--- src/rtl/wb_regfile_pipe_if.sv ---
// W-stage commit bus, D-stage read ports and debug/status taps of the
// Y86-64 register file.
interface wb_regfile_pipe_if #(
  parameter int DATA_W = 64,
  parameter int ADDR_W = 4,
  parameter int CNT_W  = 32
);
  logic              w_valid;
  logic [2:0]        w_stat;
  logic [ADDR_W-1:0] w_dstE;
  logic [ADDR_W-1:0] w_dstM;
  logic [DATA_W-1:0] w_valE;
  logic [DATA_W-1:0] w_valM;
  logic [ADDR_W-1:0] d_srcA;
  logic [ADDR_W-1:0] d_srcB;
  logic [DATA_W-1:0] d_valA;
  logic [DATA_W-1:0] d_valB;
  logic [ADDR_W-1:0] dbg_addr;
  logic [DATA_W-1:0] dbg_data;
  logic [DATA_W-1:0] sp_val;
  logic [2:0]        stat_out;
  logic              halted;
  logic [CNT_W-1:0]  retire_cnt;

  modport master (
    output w_valid, w_stat, w_dstE, w_dstM, w_valE, w_valM,
           d_srcA, d_srcB, dbg_addr,
    input  d_valA, d_valB, dbg_data, sp_val, stat_out, halted, retire_cnt
  );

  modport slave (
    input  w_valid, w_stat, w_dstE, w_dstM, w_valE, w_valM,
           d_srcA, d_srcB, dbg_addr,
    output d_valA, d_valB, dbg_data, sp_val, stat_out, halted, retire_cnt
  );
endinterface

--- src/rtl/wb_regfile_pipe.sv ---
// Y86-64 register file + write-back: commits W-stage results, serves two
// bypassed D-stage read ports, latches first fault status and counts retires.
module wb_rf_rdport #(
  parameter int DATA_W = 64,
  parameter int ADDR_W = 4,
  parameter int NREG   = 15
) (
  input  logic [ADDR_W-1:0] i_src,
  input  logic              i_we,
  input  logic [ADDR_W-1:0] i_dstE,
  input  logic [ADDR_W-1:0] i_dstM,
  input  logic [DATA_W-1:0] i_valE,
  input  logic [DATA_W-1:0] i_valM,
  input  logic [DATA_W-1:0] i_arr,
  output logic [DATA_W-1:0] o_val
);
  // valM wins over valE, matching the commit priority for popq %rsp
  always_comb begin
    o_val = i_arr;
    if (i_src >= ADDR_W'(NREG))            o_val = '0;
    else if (i_we && (i_src == i_dstM))    o_val = i_valM;
    else if (i_we && (i_src == i_dstE))    o_val = i_valE;
  end
endmodule

module wb_regfile_pipe #(
  parameter int DATA_W = 64,
  parameter int ADDR_W = 4,
  parameter int NREG   = 15,
  parameter int SP_ID  = 4,
  parameter int CNT_W  = 32
) (
  input  logic             clk,
  input  logic             rst_n,
  wb_regfile_pipe_if.slave bus
);
  localparam logic [2:0] AOK       = 3'd1;
  localparam int         NUM_LANES = 2;

  logic [DATA_W-1:0] r_regs [NREG];
  logic [2:0]        r_stat;
  logic              r_halted;
  logic [CNT_W-1:0]  r_cnt;

  logic                               w_we;
  logic                               w_dstE_ok;
  logic                               w_dstM_ok;
  logic [NUM_LANES-1:0][ADDR_W-1:0]   w_src;
  logic [NUM_LANES-1:0][DATA_W-1:0]   w_arr;
  logic [NUM_LANES-1:0][DATA_W-1:0]   w_rd;

  assign w_we      = bus.w_valid && (bus.w_stat == AOK) && !r_halted;
  assign w_dstE_ok = bus.w_dstE < ADDR_W'(NREG);
  assign w_dstM_ok = bus.w_dstM < ADDR_W'(NREG);

  function automatic logic [DATA_W-1:0] f_rd(input logic [ADDR_W-1:0] a);
    f_rd = '0;
    if (a < ADDR_W'(NREG)) f_rd = r_regs[a];
  endfunction

  // M write issued last so it overrides E when both target the same ID
  always_ff @(posedge clk or negedge rst_n) begin
    if (!rst_n) begin
      for (int i = 0; i < NREG; i++) r_regs[i] <= '0;
    end else if (w_we) begin
      if (w_dstE_ok) r_regs[bus.w_dstE] <= bus.w_valE;
      if (w_dstM_ok) r_regs[bus.w_dstM] <= bus.w_valM;
    end
  end

  always_ff @(posedge clk or negedge rst_n) begin
    if (!rst_n) begin
      r_stat   <= AOK;
      r_halted <= 1'b0;
      r_cnt    <= '0;
    end else if (bus.w_valid && !r_halted) begin
      if (bus.w_stat != AOK) begin
        r_stat   <= bus.w_stat;
        r_halted <= 1'b1;
      end else if (r_cnt != '1) begin
        r_cnt <= r_cnt + 1'b1;
      end
    end
  end

  assign w_src = {bus.d_srcB, bus.d_srcA};

  for (genvar l = 0; l < NUM_LANES; l++) begin : g_rd
    assign w_arr[l] = f_rd(w_src[l]);
    wb_rf_rdport #(.DATA_W(DATA_W), .ADDR_W(ADDR_W), .NREG(NREG)) u_rd (
      .i_src  (w_src[l]),
      .i_we   (w_we),
      .i_dstE (bus.w_dstE),
      .i_dstM (bus.w_dstM),
      .i_valE (bus.w_valE),
      .i_valM (bus.w_valM),
      .i_arr  (w_arr[l]),
      .o_val  (w_rd[l])
    );
  end

  assign bus.d_valA     = w_rd[0];
  assign bus.d_valB     = w_rd[1];
  assign bus.dbg_data   = f_rd(bus.dbg_addr);
  assign bus.sp_val     = r_regs[SP_ID];
  assign bus.stat_out   = r_stat;
  assign bus.halted     = r_halted;
  assign bus.retire_cnt = r_cnt;
endmodule

--- src/flat_wrapper.sv ---
// flat-port wrapper written by rule: the top's interface ports become plain ports
module wb_regfile_pipe_flat 
#(
  parameter int DATA_W = 64,
  parameter int ADDR_W = 4,
  parameter int NREG   = 15,
  parameter int SP_ID  = 4,
  parameter int CNT_W  = 32
)
  (clk, rst_n, bus_w_valid, bus_w_stat, bus_w_dstE, bus_w_dstM, bus_w_valE, bus_w_valM, bus_d_srcA, bus_d_srcB, bus_dbg_addr, bus_d_valA, bus_d_valB, bus_dbg_data, bus_sp_val, bus_stat_out, bus_halted, bus_retire_cnt);
  wb_regfile_pipe_if #(.DATA_W(DATA_W), .ADDR_W(ADDR_W), .CNT_W(CNT_W)) bus_i ();
  input  logic clk;
  input  logic rst_n;
  input wire logic [$bits(bus_i.w_valid)-1:0] bus_w_valid;
  input wire logic [$bits(bus_i.w_stat)-1:0] bus_w_stat;
  input wire logic [$bits(bus_i.w_dstE)-1:0] bus_w_dstE;
  input wire logic [$bits(bus_i.w_dstM)-1:0] bus_w_dstM;
  input wire logic [$bits(bus_i.w_valE)-1:0] bus_w_valE;
  input wire logic [$bits(bus_i.w_valM)-1:0] bus_w_valM;
  input wire logic [$bits(bus_i.d_srcA)-1:0] bus_d_srcA;
  input wire logic [$bits(bus_i.d_srcB)-1:0] bus_d_srcB;
  input wire logic [$bits(bus_i.dbg_addr)-1:0] bus_dbg_addr;
  output wire logic [$bits(bus_i.d_valA)-1:0] bus_d_valA;
  output wire logic [$bits(bus_i.d_valB)-1:0] bus_d_valB;
  output wire logic [$bits(bus_i.dbg_data)-1:0] bus_dbg_data;
  output wire logic [$bits(bus_i.sp_val)-1:0] bus_sp_val;
  output wire logic [$bits(bus_i.stat_out)-1:0] bus_stat_out;
  output wire logic [$bits(bus_i.halted)-1:0] bus_halted;
  output wire logic [$bits(bus_i.retire_cnt)-1:0] bus_retire_cnt;
  assign bus_i.w_valid = bus_w_valid;
  assign bus_i.w_stat = bus_w_stat;
  assign bus_i.w_dstE = bus_w_dstE;
  assign bus_i.w_dstM = bus_w_dstM;
  assign bus_i.w_valE = bus_w_valE;
  assign bus_i.w_valM = bus_w_valM;
  assign bus_i.d_srcA = bus_d_srcA;
  assign bus_i.d_srcB = bus_d_srcB;
  assign bus_i.dbg_addr = bus_dbg_addr;
  assign bus_d_valA = bus_i.d_valA;
  assign bus_d_valB = bus_i.d_valB;
  assign bus_dbg_data = bus_i.dbg_data;
  assign bus_sp_val = bus_i.sp_val;
  assign bus_stat_out = bus_i.stat_out;
  assign bus_halted = bus_i.halted;
  assign bus_retire_cnt = bus_i.retire_cnt;
  wb_regfile_pipe #(.DATA_W(DATA_W), .ADDR_W(ADDR_W), .NREG(NREG), .SP_ID(SP_ID), .CNT_W(CNT_W)) u_core (.clk(clk), .rst_n(rst_n), .bus(bus_i));
endmodule
--- config.mk ---
export PLATFORM = sky130hd
export DESIGN_NAME = wb_regfile_pipe_flat
export DESIGN_NICKNAME = d
export VERILOG_FILES = /design/src/rtl/wb_regfile_pipe_if.sv /design/src/rtl/wb_regfile_pipe.sv /design/src/flat_wrapper.sv
export SDC_FILE = /design/constraint.sdc
export NUM_CORES = 2
export LEC_CHECK = 0
export CAP_MARGIN = 20
export CORE_ASPECT_RATIO = 0.6
export CORE_MARGIN = 2
export CORE_UTILIZATION = 35
export DETAILED_ROUTE_END_ITERATION = 10
export HOLD_SLACK_MARGIN = 0.02
export SYNTH_ARGS = -nofsm -noshare
export SYNTH_HDL_FRONTEND = slang
export SYNTH_SLANG_ARGS = --single-unit
--- constraint.sdc ---
create_clock -name clk -period 2.55 [get_ports clk]
set_input_delay 0.3825 -clock clk [delete_from_list [all_inputs] [get_ports clk]]
set_output_delay 0.3825 -clock clk [all_outputs]
set_load 0.03 [all_outputs]
# Word-level counts from Yosys, hierarchy flattened
# Cells that the tools add are included.
[totals]
ff_bits = 996
out_inout_bits = 292
word_cells = 85
[op_classes]
addsub = 1
n_lt_le_gt_ge = 14
n_eq_ne = 7
n_mux = 27
n_bitwise = 6
n_reduce_logical = 12
[ops]
columns = ["op", "count"]
rows = [
  ["$mux W960", 3],
  ["$bwmux W960", 2],
  ["$mux W64", 17],
  ["$bmux W64 S4", 3],
  ["$demux W64 S4", 2],
  ["$add A32 B1 Y32 const B", 1],
  ["$ne A32 B32 Y1 const B", 1],
  ["$ge A5 B5 Y1 const B", 5],
  ["$not A4 Y5", 5],
  ["$lt A4 B4 Y1 const B", 5],
  ["$eq A4 B4 Y1", 4],
  ["$lt A5 B1 Y1 const B", 2],
  ["$logic_and A1 B1 Y1", 9],
  ["$ge A4 B4 Y1 const B", 2],
  ["$eq A3 B1 Y1 const B", 1],
  ["$ne A3 B1 Y1 const B", 1],
  ["$reduce_and A3 Y1", 1],
  ["$reduce_and A2 Y1", 1],
  ["$logic_not A1 Y1", 1],
  ["$not A1 Y1", 1],
]

# Longest topological paths before layout
[depth]
depth_word = 10
depth_mapped = 9

# By module
# From an unflattened synthesis, not the netlist that was laid out.
[unflattened]
hier_cells = 7075
hier_area_um2 = 71113.2
[by_module_without_submodules]
columns = ["module", "instances", "cells_per_inst", "area_each_um2", "seq_area_each_um2"]
rows = [
  ["wb_regfile_pipe", 1, 6393, 65958.3, 24925.2],
  ["wb_rf_rdport", 2, 341, 2577.5, 0.0],
]

# Worst setup path before layout
# No wires, ideal clock.
[synth_timing]
kind = "in2out"
from = "input port bus_d_srcB[0]"
to = "output port bus_d_valB[54]"
t_arrival_ps = 2397
t_required_ps = 2168
path_slack_ps = -230
cell_stages = 8
n_path_buf = 4
cell_sequence = "buf_2 -> buf_2 -> nor3b_1 -> clkbuf_1 -> clkbuf_1 -> a221oi_1 -> o221ai_1 -> o21ai_0"
[synth_via]
elab_chain_len = 8
word_cells_on_any_way = 14
cone_classes = "order compare: 2; eq/ne: 2; mux: 7; bitwise: 1; reduce/logical: 2"
[synth_lines]
columns = ["item", "line_no", "rtl"]
rows = [
  ["from (decl)", "flat_wrapper.sv:21", "input wire logic [$bits(bus_i.d_srcB)-1:0] bus_d_srcB;"],
  ["$not A4 Y5 (implied by the code)", "wb_regfile_pipe.sv:58", "if (a < ADDR_W'(NREG)) f_rd = r_regs[a];"],
  ["$bmux W64 S4", "wb_regfile_pipe.sv:58", ""],
  ["$mux W64 (implied by the code) (2 in a row)", "wb_regfile_pipe.sv:58", ""],
  ["$mux W64", "wb_regfile_pipe.sv:58", ""],
  ["$mux W64", "wb_regfile_pipe.sv:22", "else if (i_we && (i_src == i_dstE)) o_val = i_valE;"],
  ["$mux W64", "wb_regfile_pipe.sv:21", "else if (i_we && (i_src == i_dstM)) o_val = i_valM;"],
  ["$mux W64 (*)", "wb_regfile_pipe.sv:20", "if (i_src >= ADDR_W'(NREG)) o_val = '0;"],
  ["to (decl)", "flat_wrapper.sv:24", "output wire logic [$bits(bus_i.d_valB)-1:0] bus_d_valB;"],
]
# Every way passes the cells marked *; elsewhere a longest branch is shown, timed or not. The select of a mux whose other input is x is not followed.

# Worst setup path in the final report
[layout_timing]
from = "register u_core.r_halted, in the netlist u_core.bus.halted"
to = "output port bus_d_valA[34]"
[layout_via]
elab_chain_len = 6
word_cells_on_any_way = 7
cone_classes = "mux: 3; reduce/logical: 4"
[layout_lines]
columns = ["item", "line_no", "rtl"]
rows = [
  ["from (decl)", "wb_regfile_pipe.sv:42", "logic r_halted;"],
  ["from (signal assigned)", "wb_regfile_pipe.sv:74", "r_halted <= 1'b0;"],
  ["from (signal assigned)", "wb_regfile_pipe.sv:79", "r_halted <= 1'b1;"],
  ["$logic_not A1 Y1 (*)", "wb_regfile_pipe.sv:52", "assign w_we = bus.w_valid && (bus.w_stat == AOK) && !r_halted;"],
  ["$logic_and A1 B1 Y1 (*)", "wb_regfile_pipe.sv:52", ""],
  ["$logic_and A1 B1 Y1", "wb_regfile_pipe.sv:22", ""],
  ["$mux W64", "wb_regfile_pipe.sv:22", ""],
  ["$mux W64 (*)", "wb_regfile_pipe.sv:21", ""],
  ["$mux W64 (*)", "wb_regfile_pipe.sv:20", ""],
  ["to (decl)", "flat_wrapper.sv:23", "output wire logic [$bits(bus_i.d_valA)-1:0] bus_d_valA;"],
]
# Every way passes the cells marked *; elsewhere a longest branch is shown, timed or not.

==> run_results.csv <==
group,metric,value,unit
yosys,async_flop_share,100,%
power,p_total,42900,µW
detailed_routing,wl_per_cell,39.7,µm
detailed_routing,first_pass_iters,7,
cells_and_area,final_common_cell,"dfrtp_1",
yosys,synth_edf_count,0,
outcome,outcome,"finished with violations",
timing,hold_viol_final,0,
die,placementRows,125,
cells_and_area,fin_nets,7946,
critical_path,cp_max_fo,7,
yosys,synthCells,6981,
yosys,synth_warnings,0,
critical_path,cp.arrival,2.89,ns
outcome,violations,"setup timing",
place,routabilityCongestion,1.01,
timing,timing.fmax,306,MHz
clocking,clk_path_buf_depth,3,
clocking,cts_inserted_buffers,105,
yosys,syn_nets,7136,
timing,tightestPinTransition,1.05,ns
cells_and_area,syn2layout_area_growth,37.2,%
global_route,grt_pass1_wl,572000,µm
yosys,ys_top_cells_by_area,"dfrtp_1 36%, mux4_2 15%, o22ai_1 8.4%",
global_route,grt_antenna_before_repair,12,
power,max-vdd-ir-drop,0.000551,V
clocking,cts_tree,"done",
timing,min_period_over_period,128,%
clocking,clk_latency,0.76,ns
clocking,root_buffer,"clkbuf_16",
cells_and_area,final_cell_mix,"936 x dfrtp_1, 873 x o22ai_1, 855 x buf_4, 812 x nor2_1, 770 x a21oi_1",
timing,timing.final.ws_setup,-0.718,ns
detailed_routing,wirelength,416000,µm
critical_path,end_kind,"primary output",
clocking,clk_pin_slew,0.07,ns
global_route,overflow,0,
timing,rsz0062_at_grt,"true",
critical_path,cp-start-kind,"flip-flop",
power,cellLeakagePower,0.0390,µW
yosys,synth_cell_types,64,
yosys,syn_area,0.0685,mm²
yosys,synth-seq-cells,996,
timing,setup_viol,184,
die,die_h,347,µm
detailed_routing,vias,77432,
yosys,ys.flop_type,"dfrtp_1",
timing,drv_slew,0,
critical_path,crit_type,"flip-flop to primary output",
die,core-area,0.194,mm²
timing,tns,-88.33,ns
die,die_width,575,µm
detailed_routing,vias_per_cell,7.39,
timing,fin_skew,0.0225,ns
yosys,syn_area_per_cell,9.81,µm²
die,dieArea,0.199,mm²
clocking,cts_max_level,3,
die,pin_count,446,
clocking,cts_sinks,996,
cells_and_area,layout.cells.non_filler,10481,
timing,slew_headroom,30.0,%
detailed_routing,route.detailed.drc,0,
global_route,grt_usage,39.9,%
place,portBuffers,445,
die,start_util,35.3,%
worst_hold_path,hold_path.class,"input pin to async pin",
global_route,grt_pass1_vias,73213,
cells_and_area,drive_gt1_share,34.6,%
detailed_routing,ant_nets,0,
job,maxCapViolCount,0,
global_route,grt_max_degree,116,
yosys,synth_top_cell_by_area,"dfrtp_1",
detailed_routing,drt_iter0_markers,14648,
critical_path,crit_required,2.17,ns
timing,period_needed,3.27,ns
yosys,ys_seq_area_share,36.4,%
yosys,yosys.area.top_type_share,36.4,%
place,dp_cells,10141,
place,dp_hpwl,278000,µm
power,power_density,456,mW/mm²
layer usage:
layer,vias to the layer above,global-route usage (%),part of all wire (%)
met2,8520,51.3,38
li1,29009,-,-
met5,-,1.70,0.22
met1,38103,52.4,36
met3,1770,21.0,19
met4,30,22.7,7.0
Yosys cell counts (73+ instances only):
cell / n
o21ai_0: 133
a22oi_1: 133
clkbuf_1: 589
mux2_2: 128
a221o_1: 79
nand2_1: 149
a2bb2oi_1: 128
a21oi_1: 775
o221ai_1: 88
buf_1: 85
buf_4: 77
buf_2: 276
o211ai_1: 91
dfrtp_1: 995
a221oi_1: 174
o22ai_1: 921
nor2_1: 814
mux2i_1: 371
mux4_2: 461
a22o_1: 73
cell type report:
| class | instances | area, µm² |
|---|---|---|
| fillers | 17482 | 100000 |
| multi-input cells | 4951 | 41700 |
| flip-flops and latches | 996 | 25000 |
| repair buffers | 1732 | 20300 |
| well taps | 2603 | 3260 |
| clock buffers | 147 | 3120 |
| clock inverters | 43 | 462 |
| inverters | 5 | 21.3 |
| diodes | 4 | 10.0 |
worst max-delay path, cell delays in order, from the launching register on:
cell and delay [ns]:
dfrtp_1 0.42, nor2b_4 0.19, buf_12 0.13, nand2_8 0.08
a21oi_4 0.24, clkbuf_16 0.29, buf_12 0.14, nor4_4 0.03
a221o_1 0.31, buf_12 0.15, buf_8 0.13
stage by stage:
stage | utilization (%) | hold WS (ns) | cell area, µm² | worst slack (ns)
floorplan | - | 0.0869 | 68600 | -0.0211
global placement | 44.2 | 0.346 | 85800 | -1.25
detailed placement | 44.2 | 0.352 | 85800 | -1.15
CTS | 47.9 | 0.175 | 92800 | -0.647
global route | 48.4 | 0.229 | 93900 | -0.756
finish | 48.4 | 0.175 | 93900 | -0.718
state kept, by name, summed over array words and instances (netlist names):
register	flops
u_core.bus.sp_val	64
u_core.bus.stat_out	3
u_core.bus.halted	1
u_core.r_regs	896
u_core.bus.retire_cnt	32
logic make-up after synthesis:
family                   synth area share [%]
AO/OA/AOI/OAI                            26.3
XOR/XNOR                                0.576
adder cells (fa/ha/maj)                0.0183
buffers and inverters                    6.61
flip-flops                               36.4
multiplexers                             22.7
AND/OR/NAND/NOR                          7.39
what timing repair did:
action,CTS,global route
setup buffers,101,56
setup endpoints to repair,192,192
gates resized for setup,532,142
hold buffers,1,0
pin swaps,120,78
hold endpoints to repair,116,0
gates cloned,15,8
report_power, final:
group	total [µW]	internal [µW]	switching, µW	leakage (µW)
Sequential	16300	16000	300	0.0137
Clock	16900	9320	7570	0.00176
Combinational	9630	3800	5830	0.0235
worst paths after layout:
check / start / endpoint / slack (ns) / depth (start not counted)
max: u_core.bus.halted$_DFFE_PN0P_ / bus_d_valA[34] / -0.72 / 10
min: rst_n / u_core.r_regs[13]$_DFFE_PN0P_ / 0.17 / 2
max reg2reg: u_core.bus.halted$_DFFE_PN0P_ / u_core.bus.retire_cnt[20]$_DFFE_PN0P_ / 0.07 / 9
min reg2reg: u_core.bus.retire_cnt[23]$_DFFE_PN0P_ / u_core.bus.retire_cnt[23]$_DFFE_PN0P_ / 0.51 / 1
max in group asynchronous: rst_n / u_core.bus.sp_val[35]$_DFFE_PN0P_ / 1.18 / 3
min in group clk: bus_w_stat[0] / u_core.bus.stat_out[0]$_DFFE_PN1P_ / 0.39 / 4
(Power assumes the default switching activity.)
